**config.mk**
```make
export PLATFORM = sky130hd
export DESIGN_NAME = shift_rot_pipe
export DESIGN_NICKNAME = d
export VERILOG_FILES = /design/src/rtl/shift_rot_pkg.sv /design/src/rtl/shift_rot_stage.sv /design/src/rtl/shift_rot_pipe.sv
export SDC_FILE = /design/constraint.sdc
export NUM_CORES = 1
export LEC_CHECK = 0
export CORE_MARGIN = 2
export CORE_UTILIZATION = 64
export DETAILED_ROUTE_END_ITERATION = 12
export GPL_TIMING_DRIVEN = 0
export PLACE_DENSITY = 0.92
export SLEW_MARGIN = 20
export SYNTH_ARGS = -nofsm -noshare
export SYNTH_HDL_FRONTEND = slang
export SYNTH_HIERARCHICAL = 1
export SYNTH_SLANG_ARGS = --single-unit
```
**constraint.sdc**
```tcl
create_clock -name clk -period 6 [get_ports clk]
set_input_delay 1.8 -clock clk [delete_from_list [all_inputs] [get_ports clk]]
set_output_delay 1.8 -clock clk [all_outputs]
set_load 0.03 [all_outputs]
```
**src/rtl/shift_rot_pkg.sv**
```systemverilog
// Shared definitions for the shift/rotate pipeline.
// Holds the operation encodings and small helpers that classify an op code.
// Used by: shift_rot_pipe (top) and shift_rot_stage (per-bit stage).
package shift_rot_pkg;

    typedef enum logic [2:0] {
        OP_ROL = 3'b000,
        OP_ROR = 3'b001,
        OP_SHL = 3'b010,
        OP_SHR = 3'b011,
        OP_SRA = 3'b100
    } op_e;

    // True for the five defined encodings; 101-111 are illegal.
    function automatic logic op_is_legal(input logic [2:0] op);
        logic legal;
        case (op)
            OP_ROL, OP_ROR, OP_SHL, OP_SHR, OP_SRA: legal = 1'b1;
            default:                                legal = 1'b0;
        endcase
        return legal;
    endfunction

    // True for the non-rotating ops, which saturate when the amount reaches WIDTH.
    function automatic logic op_is_shift(input logic [2:0] op);
        logic shift;
        case (op)
            OP_SHL, OP_SHR, OP_SRA: shift = 1'b1;
            default:                shift = 1'b0;
        endcase
        return shift;
    endfunction

endpackage

```
**src/rtl/shift_rot_stage.sv**
```systemverilog
// One stage of the logarithmic shifter pipeline.
// Stage STAGE moves the word by 2**STAGE positions when bit STAGE of the
// effective amount is set, otherwise passes it through, then registers the
// result together with the rest of the payload when en is high.
// Ports:
//   clk, rst_n           clock, asynchronous active-low reset
//   en                   global advance enable (all stages move together)
//   in_valid..in_sat     payload coming from the previous stage
//   out_valid..out_sat   registered payload for the next stage
//   out_zero             registered flag: out_data == 0
module shift_rot_stage
    import shift_rot_pkg::*;
#(
    parameter int WIDTH = 32,
    parameter int STAGE = 0,
    parameter int LOG2W = $clog2(WIDTH)
) (
    input  logic             clk,
    input  logic             rst_n,
    input  logic             en,
    input  logic             in_valid,
    input  logic [WIDTH-1:0] in_data,
    input  logic [LOG2W-1:0] in_amt,
    input  logic [2:0]       in_op,
    input  logic             in_err,
    input  logic             in_sat,
    output logic             out_valid,
    output logic [WIDTH-1:0] out_data,
    output logic [LOG2W-1:0] out_amt,
    output logic [2:0]       out_op,
    output logic             out_err,
    output logic             out_sat,
    output logic             out_zero
);

    localparam int SH = 2 ** STAGE;

    logic [WIDTH-1:0] step_s;
    logic [WIDTH-1:0] fill_s;
    logic [WIDTH-1:0] data_nxt_s;

    // Candidate word moved by this stage's fixed distance. ROR was turned into
    // an equivalent left rotate at the pipe input, so both rotate left here.
    always_comb begin
        step_s = in_data;
        case (in_op)
            OP_ROL, OP_ROR: step_s = (in_data << SH) | (in_data >> (WIDTH - SH));
            OP_SHL:         step_s = in_data << SH;
            OP_SHR:         step_s = in_data >> SH;
            OP_SRA:         step_s = $signed(in_data) >>> SH;
            default:        step_s = in_data;
        endcase
    end

    // Saturated shifts collapse to the fill pattern; forcing it in every stage
    // is idempotent because the sign bit of an SRA word never changes.
    always_comb begin
        fill_s = {WIDTH{1'b0}};
        if (in_op == OP_SRA) begin
            fill_s = {WIDTH{in_data[WIDTH-1]}};
        end else begin
            fill_s = {WIDTH{1'b0}};
        end
    end

    // Select what this stage hands on: illegal ops pass untouched.
    always_comb begin
        data_nxt_s = in_data;
        if (in_err) begin
            data_nxt_s = in_data;
        end else if (in_sat) begin
            data_nxt_s = fill_s;
        end else if (in_amt[STAGE]) begin
            data_nxt_s = step_s;
        end else begin
            data_nxt_s = in_data;
        end
    end

    // Stage valid bit; bubbles travel as invalid entries.
    always_ff @(posedge clk or negedge rst_n) begin
        if (!rst_n) begin
            out_valid <= 1'b0;
        end else if (en) begin
            out_valid <= in_valid;
        end
    end

    // Enable-gated payload register, including the zero flag of the new word.
    always_ff @(posedge clk or negedge rst_n) begin
        if (!rst_n) begin
            out_data <= {WIDTH{1'b0}};
            out_amt  <= {LOG2W{1'b0}};
            out_op   <= 3'b000;
            out_err  <= 1'b0;
            out_sat  <= 1'b0;
            out_zero <= 1'b1;
        end else if (en) begin
            out_data <= data_nxt_s;
            out_amt  <= in_amt;
            out_op   <= in_op;
            out_err  <= in_err;
            out_sat  <= in_sat;
            out_zero <= (data_nxt_s == {WIDTH{1'b0}});
        end
    end

endmodule

```
**src/rtl/shift_rot_pipe.sv**
```systemverilog
// Pipelined barrel shifter / rotator with valid-ready handshakes.
// LOG2W stages, one per amount bit; the whole pipe advances on a single
// enable, so a result appears LOG2W cycles after acceptance when unstalled.
// Ports:
//   clk, rst_n                  clock, asynchronous active-low reset
//   in_valid/in_ready           upstream handshake
//   in_data, in_amt, in_op      operand, unsigned amount, op code (shift_rot_pkg)
//   out_valid/out_ready         downstream handshake
//   out_data, out_zero, out_err result, result==0 flag, illegal-op flag
module shift_rot_pipe
    import shift_rot_pkg::*;
#(
    parameter int WIDTH = 32
) (
    input  logic             clk,
    input  logic             rst_n,
    input  logic             in_valid,
    output logic             in_ready,
    input  logic [WIDTH-1:0] in_data,
    input  logic [WIDTH-1:0] in_amt,
    input  logic [2:0]       in_op,
    output logic             out_valid,
    input  logic             out_ready,
    output logic [WIDTH-1:0] out_data,
    output logic             out_zero,
    output logic             out_err
);

    localparam int LOG2W = $clog2(WIDTH);

    // Index 0 is the prepared input; index k+1 is the output of stage k.
    logic [LOG2W:0]                v_s;
    logic [LOG2W:0][WIDTH-1:0]     d_s;
    logic [LOG2W:0][LOG2W-1:0]     a_s;
    logic [LOG2W:0][2:0]           o_s;
    logic [LOG2W:0]                e_s;
    logic [LOG2W:0]                s_s;
    logic [LOG2W-1:0]              z_s;

    logic                          adv_s;
    logic [LOG2W-1:0]              eff_amt_s;
    logic                          sat_s;
    logic                          unused_s;

    // A stage only blocks when the final result is held by downstream.
    assign adv_s    = !out_valid || out_ready;
    assign in_ready = adv_s;

    // Prepare the effective amount and saturation flag. ROR by n becomes
    // ROL by (WIDTH - n) mod WIDTH, which is the negated low amount bits.
    always_comb begin
        eff_amt_s = in_amt[LOG2W-1:0];
        sat_s     = 1'b0;
        if (in_op == OP_ROR) begin
            eff_amt_s = {LOG2W{1'b0}} - in_amt[LOG2W-1:0];
        end else begin
            eff_amt_s = in_amt[LOG2W-1:0];
        end
        if (op_is_shift(in_op)) begin
            sat_s = |in_amt[WIDTH-1:LOG2W];
        end else begin
            sat_s = 1'b0;
        end
    end

    assign v_s[0] = in_valid;
    assign d_s[0] = in_data;
    assign a_s[0] = eff_amt_s;
    assign o_s[0] = in_op;
    assign e_s[0] = !op_is_legal(in_op);
    assign s_s[0] = sat_s;

    for (genvar k = 0; k < LOG2W; k++) begin : g_stage
        shift_rot_stage #(
            .WIDTH (WIDTH),
            .STAGE (k),
            .LOG2W (LOG2W)
        ) u_stage (
            .clk       (clk),
            .rst_n     (rst_n),
            .en        (adv_s),
            .in_valid  (v_s[k]),
            .in_data   (d_s[k]),
            .in_amt    (a_s[k]),
            .in_op     (o_s[k]),
            .in_err    (e_s[k]),
            .in_sat    (s_s[k]),
            .out_valid (v_s[k+1]),
            .out_data  (d_s[k+1]),
            .out_amt   (a_s[k+1]),
            .out_op    (o_s[k+1]),
            .out_err   (e_s[k+1]),
            .out_sat   (s_s[k+1]),
            .out_zero  (z_s[k])
        );
    end

    assign out_valid = v_s[LOG2W];
    assign out_data  = d_s[LOG2W];
    assign out_err   = e_s[LOG2W];
    assign out_zero  = z_s[LOG2W-1];

    // Payload fields that have no consumer after the last stage.
    assign unused_s = ^{a_s[LOG2W], o_s[LOG2W], s_s[LOG2W], z_s[LOG2W-2:0]};

endmodule
```
==> out/metrics.yaml, run 1 <==
outcome:
  outcome: "finished, final reports clean"
placed_design:
  place_congestion: 1.02
  hpwl_mm: 35.8
  dp.cells: 1948
  place_ws_ps: 788
  port_buffers: 106
pwr:
  cellLeakagePower_uw: 0.00614
  vdd_ir_drop_max_mv: 0.279
  powerDensity_mw_per_mm2: 561
sta:
  worst_slew_pin_slew_ps: 979
  relSlewSlack: 0.330
  hold_violations: 0
  period_minus_slack_ps: 5250
  grt_setup_unrepaired: "false"
  worst_slack_ps: 750
  drv_slew: 0
  tns_ps: 0
  timing.fmax_mhz: 190
  setup_viol: 0
  post-route-period-util: 0.875
  whs_ps: 487
  finalClockSkew_ps: 15.6
clock_tree:
  clockBufferDepth: 2
  insertion_delay_ps: 450
  root_buffer: "clkbuf_16"
  hold_buffers: 0
  cts_tree: "built"
  clk_pin_slew_ps: 90
  cts_resized: 0
  cts_buffers: 17
  clkSinkCount: 197
  htree_num_levels: 4
  post-cts-setup-buffer-count: 0
cells_and_area:
  final_cell_mix: "dfrtp_1 (196), a21oi_1 (179), nand2_1 (111)"
  nets: 1764
  num-fill-cells: 1557
  antennaDiodeCount: 0
  regArea_mm2: 0.00493
  fin_cells: 1980
  multi_input_area_mm2: 0.00780
  final_common_cell: "dfrtp_1"
  drive_gt1_frac: 0.125
  syn_to_final_growth_pct: 15.5
logic_synthesis:
  syn_area_per_cell_um2: 8.65
  ys_warn_count: 6
  syn_nets: 1637
  synthCells: 1565
  syn_area_mm2: 0.0135
critical_path:
  arrival_ps: 3450
  cp_max_fo: 7
  critPathKind: "primary input to primary output"
  worst_setup_path_end_kind: "primary output"
  cp-start-kind: "primary input"
  cp.required_ps: 4200
floorplanning:
  die_area_mm2: 0.0223
  die_w_um: 149
  die_h_um: 149
  io_pins: 107
  core_mm2: 0.0209
  start_util: 0.648
  rows: 53
detailed_routing:
  antenna_left: 0
  firstDrtPassIters: 7
  num_vias: 14400
  wl_per_cell_um: 24.4
  initialDrtViolationCount: 2236
  drt-total-wl_mm: 48.3
  vias_per_cell: 7.28
  drc: 0
min_path:
  hold_path.class: "register to register"
job:
  max-cap-violations: 0
grt:
  grt_pass1_wl_mm: 74.8
  grt_max_degree: 106
  antenna_found_initial: 0
  grt_use_total: 0.432
  first_global_vias: 13400
  grt_overflow: 0
## per-layer routing
| metal | global-route usage | vias to the layer above | routed length [um] |
|---|---|---|---|
| met3 | 0.101 | 236 | 5750 |
| met2 | 0.680 | 1196 | 22000 |
| met4 | 0.218 | 0 | 2600 |
| met1 | 0.561 | 6823 | 18000 |
| met5 | 0 | - | 0 |
| li1 | - | 6157 | - |
## through the flow
| stage | total power (uW) | area (um^2) | util |
|---|---|---|---|
| after floorplan | 5680 | 13500 | - |
| after global placement | 7150 | 14900 | 0.716 |
| after detailed placement | 7310 | 15000 | 0.719 |
| after CTS | 8560 | 15700 | 0.749 |
| after global routing | 9160 | 15700 | 0.749 |
| final | 8790 | 15700 | 0.749 |
## critical path, stage by stage
cell	delay (ps)
clkdlybuf4s50_1	470
nand2b_1	410
clkdlybuf4s50_1	770
## report_power, final
group | total (uW) | switching [uW] | internal, uW
Sequential | 2840 | 930 | 1910
Clock | 1210 | 628 | 585
Combinational | 4740 | 2760 | 1980
Total | 8790 | 4310 | 4470
## state kept, by name, indices dropped and copies added (netlist names)
name / cells
g_stage.u_stage/out_amt: 10
g_stage.u_stage/out_data: 160
g_stage.u_stage/out_err: 5
g_stage.u_stage/out_op: 12
g_stage.u_stage/out_sat: 4
g_stage.u_stage/out_valid: 5
g_stage.u_stage/out_zero: 1
## worst paths after layout
kind                                                 start                         endpoint  slack (ps)  cells after the start
setup / recovery                                 out_ready                         in_ready         750                      3
hold / removal             g_stage[4].u_stage/out_data[27]  g_stage[4].u_stage/out_data[27]         490                      2
setup reg to reg              g_stage[1].u_stage/out_op[0]  g_stage[2].u_stage/out_data[12]        3020                      7
hold reg to reg            g_stage[4].u_stage/out_data[27]  g_stage[4].u_stage/out_data[27]         490                      2
max in group asynchronous                            rst_n  g_stage[0].u_stage/out_data[24]        3790                      3
min in group asynchronous                            rst_n   g_stage[2].u_stage/out_data[9]        1370                      2
## area by class of cell
cell class,instances,area share
inverter,35,0.00839
clock inverter,15,0.0138
multi-input combinational,1193,0.499
sequential,197,0.315
buffer,140,0.0433
clock buffer,17,0.0272
tap,275,0.0220
timing repair buffer,108,0.0716
Power figures use the tool's default switching activity.
==> run 2: changes to the inputs <==
--- a/config.mk
+++ b/config.mk
@@ -7,6 +7,7 @@
 export LEC_CHECK = 0
 export CORE_MARGIN = 2
 export CORE_UTILIZATION = 64
+export CTS_BUF_LIST = sky130_fd_sc_hd__clkbuf_2
 export DETAILED_ROUTE_END_ITERATION = 12
 export GPL_TIMING_DRIVEN = 0
 export PLACE_DENSITY = 0.92
==> out/metrics.yaml, run 2 (synthesized netlist as in run 1, its figures left out) <==
outcome:
  outcome: "finished, final reports clean"
sta:
  period_minus_slack_ps: 5250  # -4.66 ps
  setup_viol: 0  # unchanged
  hold_violations: 0  # unchanged
  grt_setup_unrepaired: "false"
  worst_slack_ps: 755  # +4.66 ps
  drv_slew: 0  # unchanged
  finalClockSkew_ps: 60.6  # +45.1 ps
  post-route-period-util: 0.874  # about the same
  relSlewSlack: 0.360  # +0.0302
  worst_slew_pin_slew_ps: 935  # -44.2 ps
  timing.fmax_mhz: 191  # about the same
detailed_routing:
  drt-total-wl_mm: 47.3  # -2.1%
  wl_per_cell_um: 23.9  # -2.1%
  num_vias: 14200  # -1.5%
  vias_per_cell: 7.17  # -1.5%
  antenna_left: 0  # unchanged
  firstDrtPassIters: 9  # +2
  initialDrtViolationCount: 2143  # -4.2%
  drc: 0  # unchanged
critical_path:
  worstPathCellList: "clkdlybuf4s50_1 > nand2b_1 > clkdlybuf4s50_1"
  cp_slowest_cell: "clkdlybuf4s50_1"
  slowest_delay_ps: 770  # about the same
  cp_common_cell: "clkdlybuf4s50_1"
  worst_setup_path_end_kind: "primary output"
  cp-start-kind: "primary input"
  cp_max_fo: 7  # unchanged
  path_buf_inv: 2  # unchanged
  critPathKind: "primary input to primary output"
  cp_top_family: "buffers and inverters"
  cp.required_ps: 4200  # about the same
  arrival_ps: 3450  # about the same
floorplanning:
  die_w_um: 149  # unchanged
  die_area_mm2: 0.0223  # unchanged
  io_pins: 107  # unchanged
  start_util: 0.648  # unchanged
  die_h_um: 149  # unchanged
  core_mm2: 0.0209  # unchanged
  rows: 53  # unchanged
clock_tree:
  cts_buffers: 17  # unchanged
  htree_num_levels: 4  # unchanged
  clkSinkCount: 197  # unchanged
  root_buffer: "clkbuf_2"
  clk_pin_slew_ps: 350  # +260 ps
  insertion_delay_ps: 830  # +380 ps
  cts_tree: "built"
  hold_buffers: 0  # unchanged
  clockBufferDepth: 2  # unchanged
  post-cts-setup-buffer-count: 0  # unchanged
  cts_resized: 0  # unchanged
job:
  max-cap-violations: 0  # unchanged
cells_and_area:
  final_cell_mix: "dfrtp_1 (196), a21oi_1 (179), nand2_1 (111)"
  post-route-util: 0.733  # -0.0162
  regArea_mm2: 0.00493  # unchanged
  final_area_mm2: 0.0153  # -2.2%
  regMostFlops: "g_stage.u_stage/out_data"
  multi_input_area_mm2: 0.00780  # unchanged
  drive_gt1_frac: 0.125  # unchanged
  num-fill-cells: 1615  # +3.7%
  syn_to_final_growth_pct: 13.1
  top_regs: "g_stage.u_stage/out_data: 160 flops, g_stage.u_stage/out_op: 12 flops, g_stage.u_stage/out_amt: 10 flops"
  fin_cells: 1981  # +0.051%
  final_common_cell: "dfrtp_1"
  largest_register_ffs: 160  # unchanged
  nets: 1764  # unchanged
grt:
  antenna_found_initial: 1  # +1
  grt_overflow: 0  # unchanged
  first_global_vias: 13200  # -1.0%
  grt_use_total: 0.421  # -0.0109
  grt_pass1_wl_mm: 73.3  # -2.1%
  grt_max_degree: 106  # unchanged
placed_design:
  placed_area_mm2: 0.0150  # unchanged
  hpwl_mm: 35.8  # unchanged
  place_ws_ps: 788  # unchanged
  port_buffers: 106  # unchanged
  dp.cells: 1948  # unchanged
  place_congestion: 1.02  # unchanged
min_path:
  hold_path.class: "register to register"
pwr:
  internal_power_uw: 4050  # -9.5%
  cellLeakagePower_uw: 0.00600  # -2.3%
  pwr-share-seq: 0.341  # +0.018
  swShare: 0.510  # +0.0192
  vdd_ir_drop_max_mv: 0.227  # -19%
  comb_power_share: 0.570  # +0.031
  clkPwrFrac: 0.089  # -0.049
  powerDensity_mw_per_mm2: 540  # -3.9%
  p_sw_uw: 4210  # -2.3%
[run 2: worst min-delay path, delay by kind of cell (launching register included)]
kind | cells | cell delay (ps)
AOI/OAI and AO/OA | 1 | 50
and+or+nand+nor | 1 | 50
DFF | 1 | 430
[run 2: worst paths after layout]
check / from / end / slack [ps] / cells past startpoint
worst max register to register: g_stage[1].u_stage/out_op[0] / g_stage[2].u_stage/out_data[12] / 3010 / 7
max in group asynchronous: rst_n / g_stage[3].u_stage/out_data[28] / 4200 / 3
min in group asynchronous: rst_n / g_stage[3].u_stage/out_data[14] / 960 / 2
worst max-delay path: out_ready / in_ready / 750 / 3
worst min register to register: g_stage[4].u_stage/out_data[27] / g_stage[4].u_stage/out_data[27] / 530 / 2
worst min-delay path: g_stage[4].u_stage/out_data[27] / g_stage[4].u_stage/out_data[27] / 530 / 2
[run 2: cell type report]
class	count	area share
Sequential cell	197	0.322
Buffer	140	0.0443
Antenna cell	1	0.000163
Timing Repair Buffer	108	0.0732
Inverter	35	0.00858
Multi-Input combinational cell	1193	0.510
Clock buffer	17	0.00556
Clock inverter	15	0.0141
Tap cell	275	0.0225
[run 2: stage by stage]
stage | setup TNS (ps) | hold slack, ps | total power, uW
finish | 0 | 526 | 8260
CTS | 0 | 533 | 8050
global placement | -881680 | 470 | 7150
floorplan | 0 | 469 | 5680
detailed placement | 0 | 473 | 7310
global route | 0 | 566 | 8640
[run 2: metal layers]
metal / vias up / track usage / share of wire
met1: 6733 / 0.557 / 0.38
li1: 6154 / - / -
met4: 0 / 0.205 / 0.051
met3: 191 / 0.0963 / 0.12
met2: 1122 / 0.657 / 0.45
met5: - / 0 / 0
[run 2: power by group through the flow]
stage,sequential (uW),clock (uW),combinational (uW)
after global routing,2850,803,4980
final,2820,733,4710
after CTS,2760,742,4540
after detailed placement,2790,0,4520
after global placement,2770,0,4380
after floorplan,2580,0,3100
